`config.mk`:
```
export PLATFORM = sky130hd
export DESIGN_NAME = uart_axis_xcvr_flat
export DESIGN_NICKNAME = d
export VERILOG_FILES = /design/src/rtl/uart_axis_pkg.sv /design/src/rtl/uart_axis_xcvr_if.sv /design/src/rtl/uart_axis_fifo.sv /design/src/rtl/uart_axis_xcvr.sv /design/src/flat_wrapper.sv
export SDC_FILE = /design/constraint.sdc
export NUM_CORES = 1
export LEC_CHECK = 0
export ABC_AREA = 1
export CORE_ASPECT_RATIO = 0.8
export CORE_UTILIZATION = 37
export DETAILED_ROUTE_END_ITERATION = 10
export GPL_ROUTABILITY_DRIVEN = 0
export PLACE_DENSITY = 0.54
export SLEW_MARGIN = 10
export SYNTH_ARGS = -nofsm -noshare
export SYNTH_HDL_FRONTEND = slang
export SYNTH_SLANG_ARGS = --single-unit
```
`constraint.sdc`:
```
create_clock -name i_clk -period 3.2 [get_ports i_clk]
set_input_delay 0.96 -clock i_clk [delete_from_list [all_inputs] [get_ports i_clk]]
set_output_delay 0.96 -clock i_clk [all_outputs]
set_load 0.005 [all_outputs]
```
`src/rtl/uart_axis_pkg.sv`:
```
// Shared types and constants for the 8N1 UART / AXI-Stream transceiver.
package uart_axis_pkg;

    typedef enum logic [1:0] {
        ST_IDLE  = 2'd0,
        ST_START = 2'd1,
        ST_DATA  = 2'd2,
        ST_STOP  = 2'd3
    } uart_state_e;

    localparam int DATA_W     = 8;
    localparam int FRAME_BITS = 10;

    // Counter width able to hold 0 .. clks_per_bit-1.
    function automatic int cnt_width(input int clks_per_bit);
        return (clks_per_bit < 2) ? 1 : $clog2(clks_per_bit);
    endfunction

endpackage

```
`src/rtl/uart_axis_xcvr_if.sv`:
```
// Byte-wide AXI-Stream handshake bundle with master/slave views.
interface uart_axis_xcvr_if;
    import uart_axis_pkg::*;

    logic              tvalid;
    logic [DATA_W-1:0] tdata;
    logic              tready;

    modport master (output tvalid, output tdata, input tready);
    modport slave  (input tvalid, input tdata, output tready);

endinterface

```
`src/rtl/uart_axis_fifo.sv`:
```
// Synchronous first-word-fall-through FIFO; head is visible on rdata while !empty.
module uart_axis_fifo
    import uart_axis_pkg::*;
#(
    parameter int DEPTH = 16,
    parameter int WIDTH = DATA_W
) (
    input  logic             clk,
    input  logic             rst_n,
    input  logic             push,
    input  logic [WIDTH-1:0] wdata,
    input  logic             pop,
    output logic [WIDTH-1:0] rdata,
    output logic             full,
    output logic             empty
);

    localparam int AW = $clog2(DEPTH);

    logic [WIDTH-1:0] mem [DEPTH];
    logic [AW:0]      wr_ptr;
    logic [AW:0]      rd_ptr;
    logic             wr_en;
    logic             rd_en;

    // A push into a full FIFO is only honoured when a pop frees the slot in the same cycle.
    assign wr_en = push & (~full | pop);
    assign rd_en = pop & ~empty;

    assign empty = (wr_ptr == rd_ptr);
    assign full  = (wr_ptr[AW] != rd_ptr[AW]) && (wr_ptr[AW-1:0] == rd_ptr[AW-1:0]);
    assign rdata = mem[rd_ptr[AW-1:0]];

    always_ff @(posedge clk or negedge rst_n) begin
        if (!rst_n) begin
            wr_ptr <= '0;
            rd_ptr <= '0;
        end else begin
            if (wr_en) wr_ptr <= wr_ptr + (AW+1)'(1);
            if (rd_en) rd_ptr <= rd_ptr + (AW+1)'(1);
        end
    end

    always_ff @(posedge clk) begin
        if (wr_en) mem[wr_ptr[AW-1:0]] <= wdata;
    end

endmodule

```
`src/rtl/uart_axis_xcvr.sv`:
```
// Full-duplex 8N1 UART with AXI-Stream byte ports; define UART_AXIS_FIFO_EN
// to put FIFO_DEPTH-entry FIFOs on the RX output and the TX input.
module uart_axis_xcvr
    import uart_axis_pkg::*;
#(
    parameter int CLKS_PER_BIT = 16,
    parameter int FIFO_DEPTH   = 16
) (
    input  logic            i_clk,
    input  logic            i_rst_n,
    input  logic            i_rxd,
    uart_axis_xcvr_if.master m_axis,
    output logic            o_rxd_busy,
    uart_axis_xcvr_if.slave  s_axis,
    input  logic            i_s_axis_thold,
    output logic            o_txd,
    output logic            o_txd_busy,
    output logic            o_txd_done
);

    localparam int               CNT_W    = cnt_width(CLKS_PER_BIT);
    localparam logic [CNT_W-1:0] CNT_LAST = CNT_W'(CLKS_PER_BIT - 1);
    localparam logic [CNT_W-1:0] CNT_HALF = CNT_W'(CLKS_PER_BIT / 2 - 1);
    localparam logic [CNT_W-1:0] CNT_DONE = CNT_W'(CLKS_PER_BIT - 2);

    if (CLKS_PER_BIT < 4 || FIFO_DEPTH < 2 || (FIFO_DEPTH & (FIFO_DEPTH - 1)) != 0) begin : g_param_check
        $error("uart_axis_xcvr: CLKS_PER_BIT must be >= 4, FIFO_DEPTH a power of 2 >= 2");
    end

    // ---------------- RX: synchronizer ----------------
    logic rxd_meta;
    logic rxd_sync;

    always_ff @(posedge i_clk or negedge i_rst_n) begin
        if (!i_rst_n) begin
            rxd_meta <= 1'b1;
            rxd_sync <= 1'b1;
        end else begin
            rxd_meta <= i_rxd;
            rxd_sync <= rxd_meta;
        end
    end

    // ---------------- RX: deserializer FSM ----------------
    uart_state_e       rx_state;
    logic [CNT_W-1:0]  rx_cnt;
    logic [2:0]        rx_idx;
    logic              rx_busy;
    logic [DATA_W-1:0] rx_shift;
    logic              rx_push;

    always_ff @(posedge i_clk or negedge i_rst_n) begin
        if (!i_rst_n) begin
            rx_state <= ST_IDLE;
            rx_cnt   <= '0;
            rx_idx   <= '0;
            rx_busy  <= 1'b0;
        end else begin
            case (rx_state)
                ST_IDLE: begin
                    rx_cnt <= '0;
                    rx_idx <= '0;
                    if (!rxd_sync) begin
                        rx_state <= ST_START;
                        rx_busy  <= 1'b1;
                    end
                end
                ST_START: begin
                    if (rx_cnt == CNT_HALF) begin
                        rx_cnt <= '0;
                        // A line already back high at mid start bit is treated as noise.
                        if (!rxd_sync) begin
                            rx_state <= ST_DATA;
                        end else begin
                            rx_state <= ST_IDLE;
                            rx_busy  <= 1'b0;
                        end
                    end else begin
                        rx_cnt <= rx_cnt + CNT_W'(1);
                    end
                end
                ST_DATA: begin
                    if (rx_cnt == CNT_LAST) begin
                        rx_cnt <= '0;
                        if (rx_idx == 3'd7) rx_state <= ST_STOP;
                        else                rx_idx   <= rx_idx + 3'd1;
                    end else begin
                        rx_cnt <= rx_cnt + CNT_W'(1);
                    end
                end
                ST_STOP: begin
                    if (rx_cnt == CNT_LAST) begin
                        rx_cnt   <= '0;
                        rx_state <= ST_IDLE;
                        rx_busy  <= 1'b0;
                    end else begin
                        rx_cnt <= rx_cnt + CNT_W'(1);
                    end
                end
                default: begin
                    rx_state <= ST_IDLE;
                    rx_busy  <= 1'b0;
                end
            endcase
        end
    end

    always_ff @(posedge i_clk) begin
        if (rx_state == ST_DATA && rx_cnt == CNT_LAST) rx_shift <= {rxd_sync, rx_shift[DATA_W-1:1]};
    end

    // Framing errors simply never raise rx_push.
    assign rx_push    = (rx_state == ST_STOP) && (rx_cnt == CNT_LAST) && rxd_sync;
    assign o_rxd_busy = rx_busy;

    // ---------------- TX: byte source selection ----------------
    logic              tx_load;
    logic [DATA_W-1:0] tx_byte;
    uart_state_e       tx_state;

`ifdef UART_AXIS_FIFO_EN
    logic rx_full;
    logic rx_empty;
    logic tx_full;
    logic tx_empty;

    uart_axis_fifo #(.DEPTH(FIFO_DEPTH), .WIDTH(DATA_W)) u_rx_fifo (
        .clk   (i_clk),
        .rst_n (i_rst_n),
        .push  (rx_push & ~rx_full),
        .wdata (rx_shift),
        .pop   (m_axis.tready),
        .rdata (m_axis.tdata),
        .full  (rx_full),
        .empty (rx_empty)
    );
    assign m_axis.tvalid = ~rx_empty;

    uart_axis_fifo #(.DEPTH(FIFO_DEPTH), .WIDTH(DATA_W)) u_tx_fifo (
        .clk   (i_clk),
        .rst_n (i_rst_n),
        .push  (s_axis.tvalid),
        .wdata (s_axis.tdata),
        .pop   (tx_load),
        .rdata (tx_byte),
        .full  (tx_full),
        .empty (tx_empty)
    );
    assign s_axis.tready = ~tx_full;
    assign tx_load       = (tx_state == ST_IDLE) & ~tx_empty & ~i_s_axis_thold;
`else
    logic              rx_vld;
    logic [DATA_W-1:0] rx_data;
    logic              rx_take;
    logic              tx_ready;

    // A completed byte is taken only if the holding register is free or being drained.
    assign rx_take = rx_push & (~rx_vld | m_axis.tready);

    always_ff @(posedge i_clk or negedge i_rst_n) begin
        if (!i_rst_n)                   rx_vld <= 1'b0;
        else if (rx_take)               rx_vld <= 1'b1;
        else if (rx_vld & m_axis.tready) rx_vld <= 1'b0;
    end

    always_ff @(posedge i_clk) begin
        if (rx_take) rx_data <= rx_shift;
    end

    assign m_axis.tvalid = rx_vld;
    assign m_axis.tdata  = rx_data;

    assign tx_ready      = (tx_state == ST_IDLE) & ~i_s_axis_thold;
    assign s_axis.tready = tx_ready;
    assign tx_load       = s_axis.tvalid & tx_ready;
    assign tx_byte       = s_axis.tdata;
`endif

    // ---------------- TX: serializer FSM ----------------
    logic [CNT_W-1:0]  tx_cnt;
    logic [2:0]        tx_idx;
    logic              tx_busy;
    logic              tx_done;
    logic              txd;
    logic [DATA_W-1:0] tx_shift;

    always_ff @(posedge i_clk or negedge i_rst_n) begin
        if (!i_rst_n) begin
            tx_state <= ST_IDLE;
            tx_cnt   <= '0;
            tx_idx   <= '0;
            tx_busy  <= 1'b0;
            tx_done  <= 1'b0;
            txd      <= 1'b1;
        end else begin
            // Registered one cycle early so the pulse lands on the last stop-bit cycle.
            tx_done <= (tx_state == ST_STOP) && (tx_cnt == CNT_DONE);
            case (tx_state)
                ST_IDLE: begin
                    tx_cnt <= '0;
                    tx_idx <= '0;
                    if (tx_load) begin
                        tx_state <= ST_START;
                        tx_busy  <= 1'b1;
                        txd      <= 1'b0;
                    end
                end
                ST_START: begin
                    if (tx_cnt == CNT_LAST) begin
                        tx_cnt   <= '0;
                        tx_state <= ST_DATA;
                        txd      <= tx_shift[0];
                    end else begin
                        tx_cnt <= tx_cnt + CNT_W'(1);
                    end
                end
                ST_DATA: begin
                    if (tx_cnt == CNT_LAST) begin
                        tx_cnt <= '0;
                        if (tx_idx == 3'd7) begin
                            tx_state <= ST_STOP;
                            txd      <= 1'b1;
                        end else begin
                            tx_idx <= tx_idx + 3'd1;
                            txd    <= tx_shift[1];
                        end
                    end else begin
                        tx_cnt <= tx_cnt + CNT_W'(1);
                    end
                end
                ST_STOP: begin
                    if (tx_cnt == CNT_LAST) begin
                        tx_cnt   <= '0;
                        tx_state <= ST_IDLE;
                        tx_busy  <= 1'b0;
                    end else begin
                        tx_cnt <= tx_cnt + CNT_W'(1);
                    end
                end
                default: begin
                    tx_state <= ST_IDLE;
                    tx_busy  <= 1'b0;
                    txd      <= 1'b1;
                end
            endcase
        end
    end

    always_ff @(posedge i_clk) begin
        if (tx_load)                                        tx_shift <= tx_byte;
        else if (tx_state == ST_DATA && tx_cnt == CNT_LAST) tx_shift <= tx_shift >> 1;
    end

    assign o_txd      = txd;
    assign o_txd_busy = tx_busy;
    assign o_txd_done = tx_done;

endmodule

```
`src/flat_wrapper.sv`:
```
// flat-port wrapper written by rule: the top's interface ports become plain ports
module uart_axis_xcvr_flat import uart_axis_pkg::*;
#(
    parameter int CLKS_PER_BIT = 16,
    parameter int FIFO_DEPTH   = 16
)
  (i_clk, i_rst_n, i_rxd, o_rxd_busy, i_s_axis_thold, o_txd, o_txd_busy, o_txd_done, m_axis_tvalid, m_axis_tdata, m_axis_tready, s_axis_tvalid, s_axis_tdata, s_axis_tready);
  uart_axis_xcvr_if m_axis_i ();
  uart_axis_xcvr_if s_axis_i ();
  input  logic i_clk;
  input  logic i_rst_n;
  input  logic i_rxd;
  output logic o_rxd_busy;
  input  logic i_s_axis_thold;
  output logic o_txd;
  output logic o_txd_busy;
  output logic o_txd_done;
  output wire logic [$bits(m_axis_i.tvalid)-1:0] m_axis_tvalid;
  output wire logic [$bits(m_axis_i.tdata)-1:0] m_axis_tdata;
  input wire logic [$bits(m_axis_i.tready)-1:0] m_axis_tready;
  input wire logic [$bits(s_axis_i.tvalid)-1:0] s_axis_tvalid;
  input wire logic [$bits(s_axis_i.tdata)-1:0] s_axis_tdata;
  output wire logic [$bits(s_axis_i.tready)-1:0] s_axis_tready;
  assign m_axis_tvalid = m_axis_i.tvalid;
  assign m_axis_tdata = m_axis_i.tdata;
  assign m_axis_i.tready = m_axis_tready;
  assign s_axis_i.tvalid = s_axis_tvalid;
  assign s_axis_i.tdata = s_axis_tdata;
  assign s_axis_tready = s_axis_i.tready;
  uart_axis_xcvr #(.CLKS_PER_BIT(CLKS_PER_BIT), .FIFO_DEPTH(FIFO_DEPTH)) u_core (.i_clk(i_clk), .i_rst_n(i_rst_n), .i_rxd(i_rxd), .m_axis(m_axis_i), .o_rxd_busy(o_rxd_busy), .s_axis(s_axis_i), .i_s_axis_thold(i_s_axis_thold), .o_txd(o_txd), .o_txd_busy(o_txd_busy), .o_txd_done(o_txd_done));
endmodule
```
==> results_dict.tcl <==
set metrics [dict create \
    outcome "finished clean" \
    slowest_delay_ns 0.53 \
    leakagePower_uw 0.00116 \
    synth_area_mm2 0.00217 \
    die_area_mm2 0.00618 \
    clock_skew_ns 0.00821 \
    setup_violations 0 \
    hold_viol_final 0 \
    core-area_mm2 0.00556 \
    worstMarginPinSlew_ns 0.731 \
    synth_seq_area_share_pct 62.2 \
    vias_per_cell 4.41 \
    syn-num-nets 230 \
    grt.total_usage_pct 12.6 \
    ctsHoldBuffers 0 \
    antenna_found_initial 0 \
    dr_total_vias 1388 \
    hold_class "register to register" \
    placementRows 24 \
    crit_slowest_cell "clkdlybuf4s50_1" \
    io_buffer_count 27 \
    wl_mm 3.43 \
    die_h_um 70.5 \
    start_util_pct 39.1 \
    fin_crit_ns 3.11 \
    min_period_over_period_pct 97.1 \
    crit_top_cell "clkdlybuf4s50_1" \
    drc 0 \
    drive_gt1_share_pct 11.0 \
    clkLatencyLatePin_ns 0.30 \
    relSlewSlack_pct 51.0 \
    cp-end-kind "output pin" \
    die_w_um 87.7 \
    critical_path_class "input pin to output pin" \
    fmax_mhz 322 \
    numCtsBuffers 5 \
    final_util_pct 47.7 \
    nets 263 \
    synth.distinct_cells 26 \
    syn_inst 203 \
    routedWlPerCell_um 10.9 \
    place_hpwl_mm 2.51 \
    area_delta_synth_final_pct 22.1 \
    grt_pass1_wl_mm 5.93 \
    first_global_vias 1287 \
    setup-tns-final_ns 0 \
    overflow 0 \
    ios 28 \
    clk_pin_slew_ns 0.08 \
    syn_area_per_cell_um2 10.7 \
    cp_max_fo 8 \
    clock-root-buffer "clkbuf_8" \
    start_kind "input pin" \
    drtAntennaViolNets 0 \
    crit_arrival_ns 2.15 \
    ir_drop_v 0.000290 \
    clock_sinks 49 \
    required_ns 2.24 \
    max_cap_viol_count 0 \
    grt_max_degree 26 \
    h-tree-depth 2 \
    cts_tree "done" \
    synth-seq-cells 49 \
    critPathTopFamily "buffers and inverters" \
    drt-initial-drc-count 103 \
    cp.buffers_inverters 2 \
    grt_setup_unrepaired "false" \
    cts.path.max_buffers 2 \
    power_density_mw_per_mm2 689 \
    crit_chain "clkdlybuf4s50_1, nor2_4, clkdlybuf4s50_1" \
    first_pass_iters 4 \
    yosysWarningCount 0 \
    report.final.slew_viol_count 0 \
    antennaDiodeCount 0 \
]
-- final timing paths --
| kind | from | end | slack, ns | depth (start not counted) |
|---|---|---|---|---|
| setup reg to reg | u_core.rx_cnt[0] | u_core.m_axis.tdata[2] | 1.32 | 5 |
| setup / recovery | i_s_axis_thold | s_axis_tready | 0.09 | 3 |
| min in group asynchronous | i_rst_n | u_core.o_txd_busy | 1.01 | 2 |
| hold / removal | u_core.rxd_meta | u_core.rxd_sync | 0.36 | 0 |
| max in group asynchronous | i_rst_n | u_core.rxd_sync | 1.88 | 2 |
| hold reg to reg | u_core.rxd_meta | u_core.rxd_sync | 0.36 | 0 |
-- repair_timing --
| item | in CTS | in global routing |
|---|---|---|
| resized for setup | 0 | 1 |
| setup endpoints to repair | 0 | 1 |
| buffers inserted | 0 | 0 |
-- placed cells by master, fill, tap and decap left out, types with 4 or more instances in the layout --
cell	instances
nand4_1	5
edfxtp_1	24
dfrtp_1	22
ha_1	13
clkbuf_8	5
nor2_1	14
nand2_2	4
o21ai_0	11
nand2_1	46
inv_1	20
nand3_1	19
clkdlybuf4s50_1	27
-- through the flow --
| stage | setup WS (ns) | hold slack [ns] | std cells | area [µm²] | total power (µW) |
|---|---|---|---|---|---|
| detailed placement | 0.0225 | 0.347 | 307 | 2530 | 1410 |
| CTS | 0.0197 | 0.359 | 315 | 2650 | 1850 |
| global placement | 0.0279 | 0.346 | 307 | 2530 | 1400 |
| global route | 0.0377 | 0.369 | 315 | 2650 | 1970 |
| floorplan | 1.07 | 0.345 | 203 | 2170 | 1250 |
| finish | 0.0939 | 0.358 | 315 | 2650 | 1830 |
-- layout make-up --
cell class / instances / area, µm²
clock buffers: 6 / 72.6
clock inverters: 2 / 38.8
fillers: 524 / 2900
inverters: 22 / 82.6
multi-input cells: 129 / 724
flip-flops and latches: 49 / 1350
well taps: 78 / 97.6
repair buffers: 29 / 285
-- routing by layer --
metal / global-route usage (%) / vias to the layer above / part of all wire (%)
met2: 16.8 / 15 / 42
met5: 0 / - / 0
met1: 19.2 / 636 / 55
li1: - / 735 / -
met3: 3.85 / 2 / 2.8
met4: 4.37 / 0 / 0.55
-- logic make-up after synthesis --
| kind of cell | synth area share [%] |
|---|---|
| xor gates and xnor gates | 0.807 |
| adders and majority gates | 7.49 |
| and+or+nand+nor | 20.9 |
| DFF | 62.2 |
| buffers and inverters | 4.72 |
| AOI/OAI and AO/OA | 3.97 |
-- power breakdown --
group          leakage [µW]  switching, µW  internal (µW)
clock             0.0000554            199            235
sequential         0.000539           95.8            756
combinational      0.000569            326            216
total               0.00116            622           1210
-- sequential cells by signal (all words and copies together), names as in the netlist, named ones only --
register,flops
u_core.o_txd,1
u_core.rxd_sync,1
u_core.tx_cnt,4
u_core.rx_state,1
u_core.tx_idx,3
u_core.o_txd_done,1
u_core.rx_shift,8
u_core.m_axis.tdata,8
u_core.m_axis.tvalid,1
u_core.rx_cnt,4
u_core.tx_state,2
u_core.rx_idx,3
u_core.o_txd_busy,1
u_core.tx_shift,8
u_core.rxd_meta,1
u_core.o_rxd_busy,1
-- Yosys cell counts --
cell type | count | share of area (%)
ha_1 | 13 | 7.5
nand2_2 | 4 | 1.2
nor3_1 | 1 | 0.23
o21ai_0 | 12 | 2.8
nor2_1 | 14 | 2.4
o21ai_2 | 1 | 0.40
buf_2 | 1 | 0.23
inv_2 | 2 | 0.35
nor3b_1 | 1 | 0.35
nor2_2 | 4 | 1.2
nor3_2 | 1 | 0.46
nand3_1 | 19 | 4.4
xor2_1 | 2 | 0.81
nand3_2 | 1 | 0.46
nand2_1 | 46 | 7.9
inv_1 | 20 | 3.5
o21ai_1 | 1 | 0.23
a21boi_0 | 1 | 0.35
nor2_4 | 1 | 0.52
dfstp_2 | 3 | 3.6
nand4_1 | 5 | 1.4
nand3b_1 | 1 | 0.35
a21oi_1 | 1 | 0.23
edfxtp_1 | 24 | 33
dfrtp_1 | 22 | 25
buf_4 | 2 | 0.69
No activity file was read; power rests on OpenSTA's default activity.
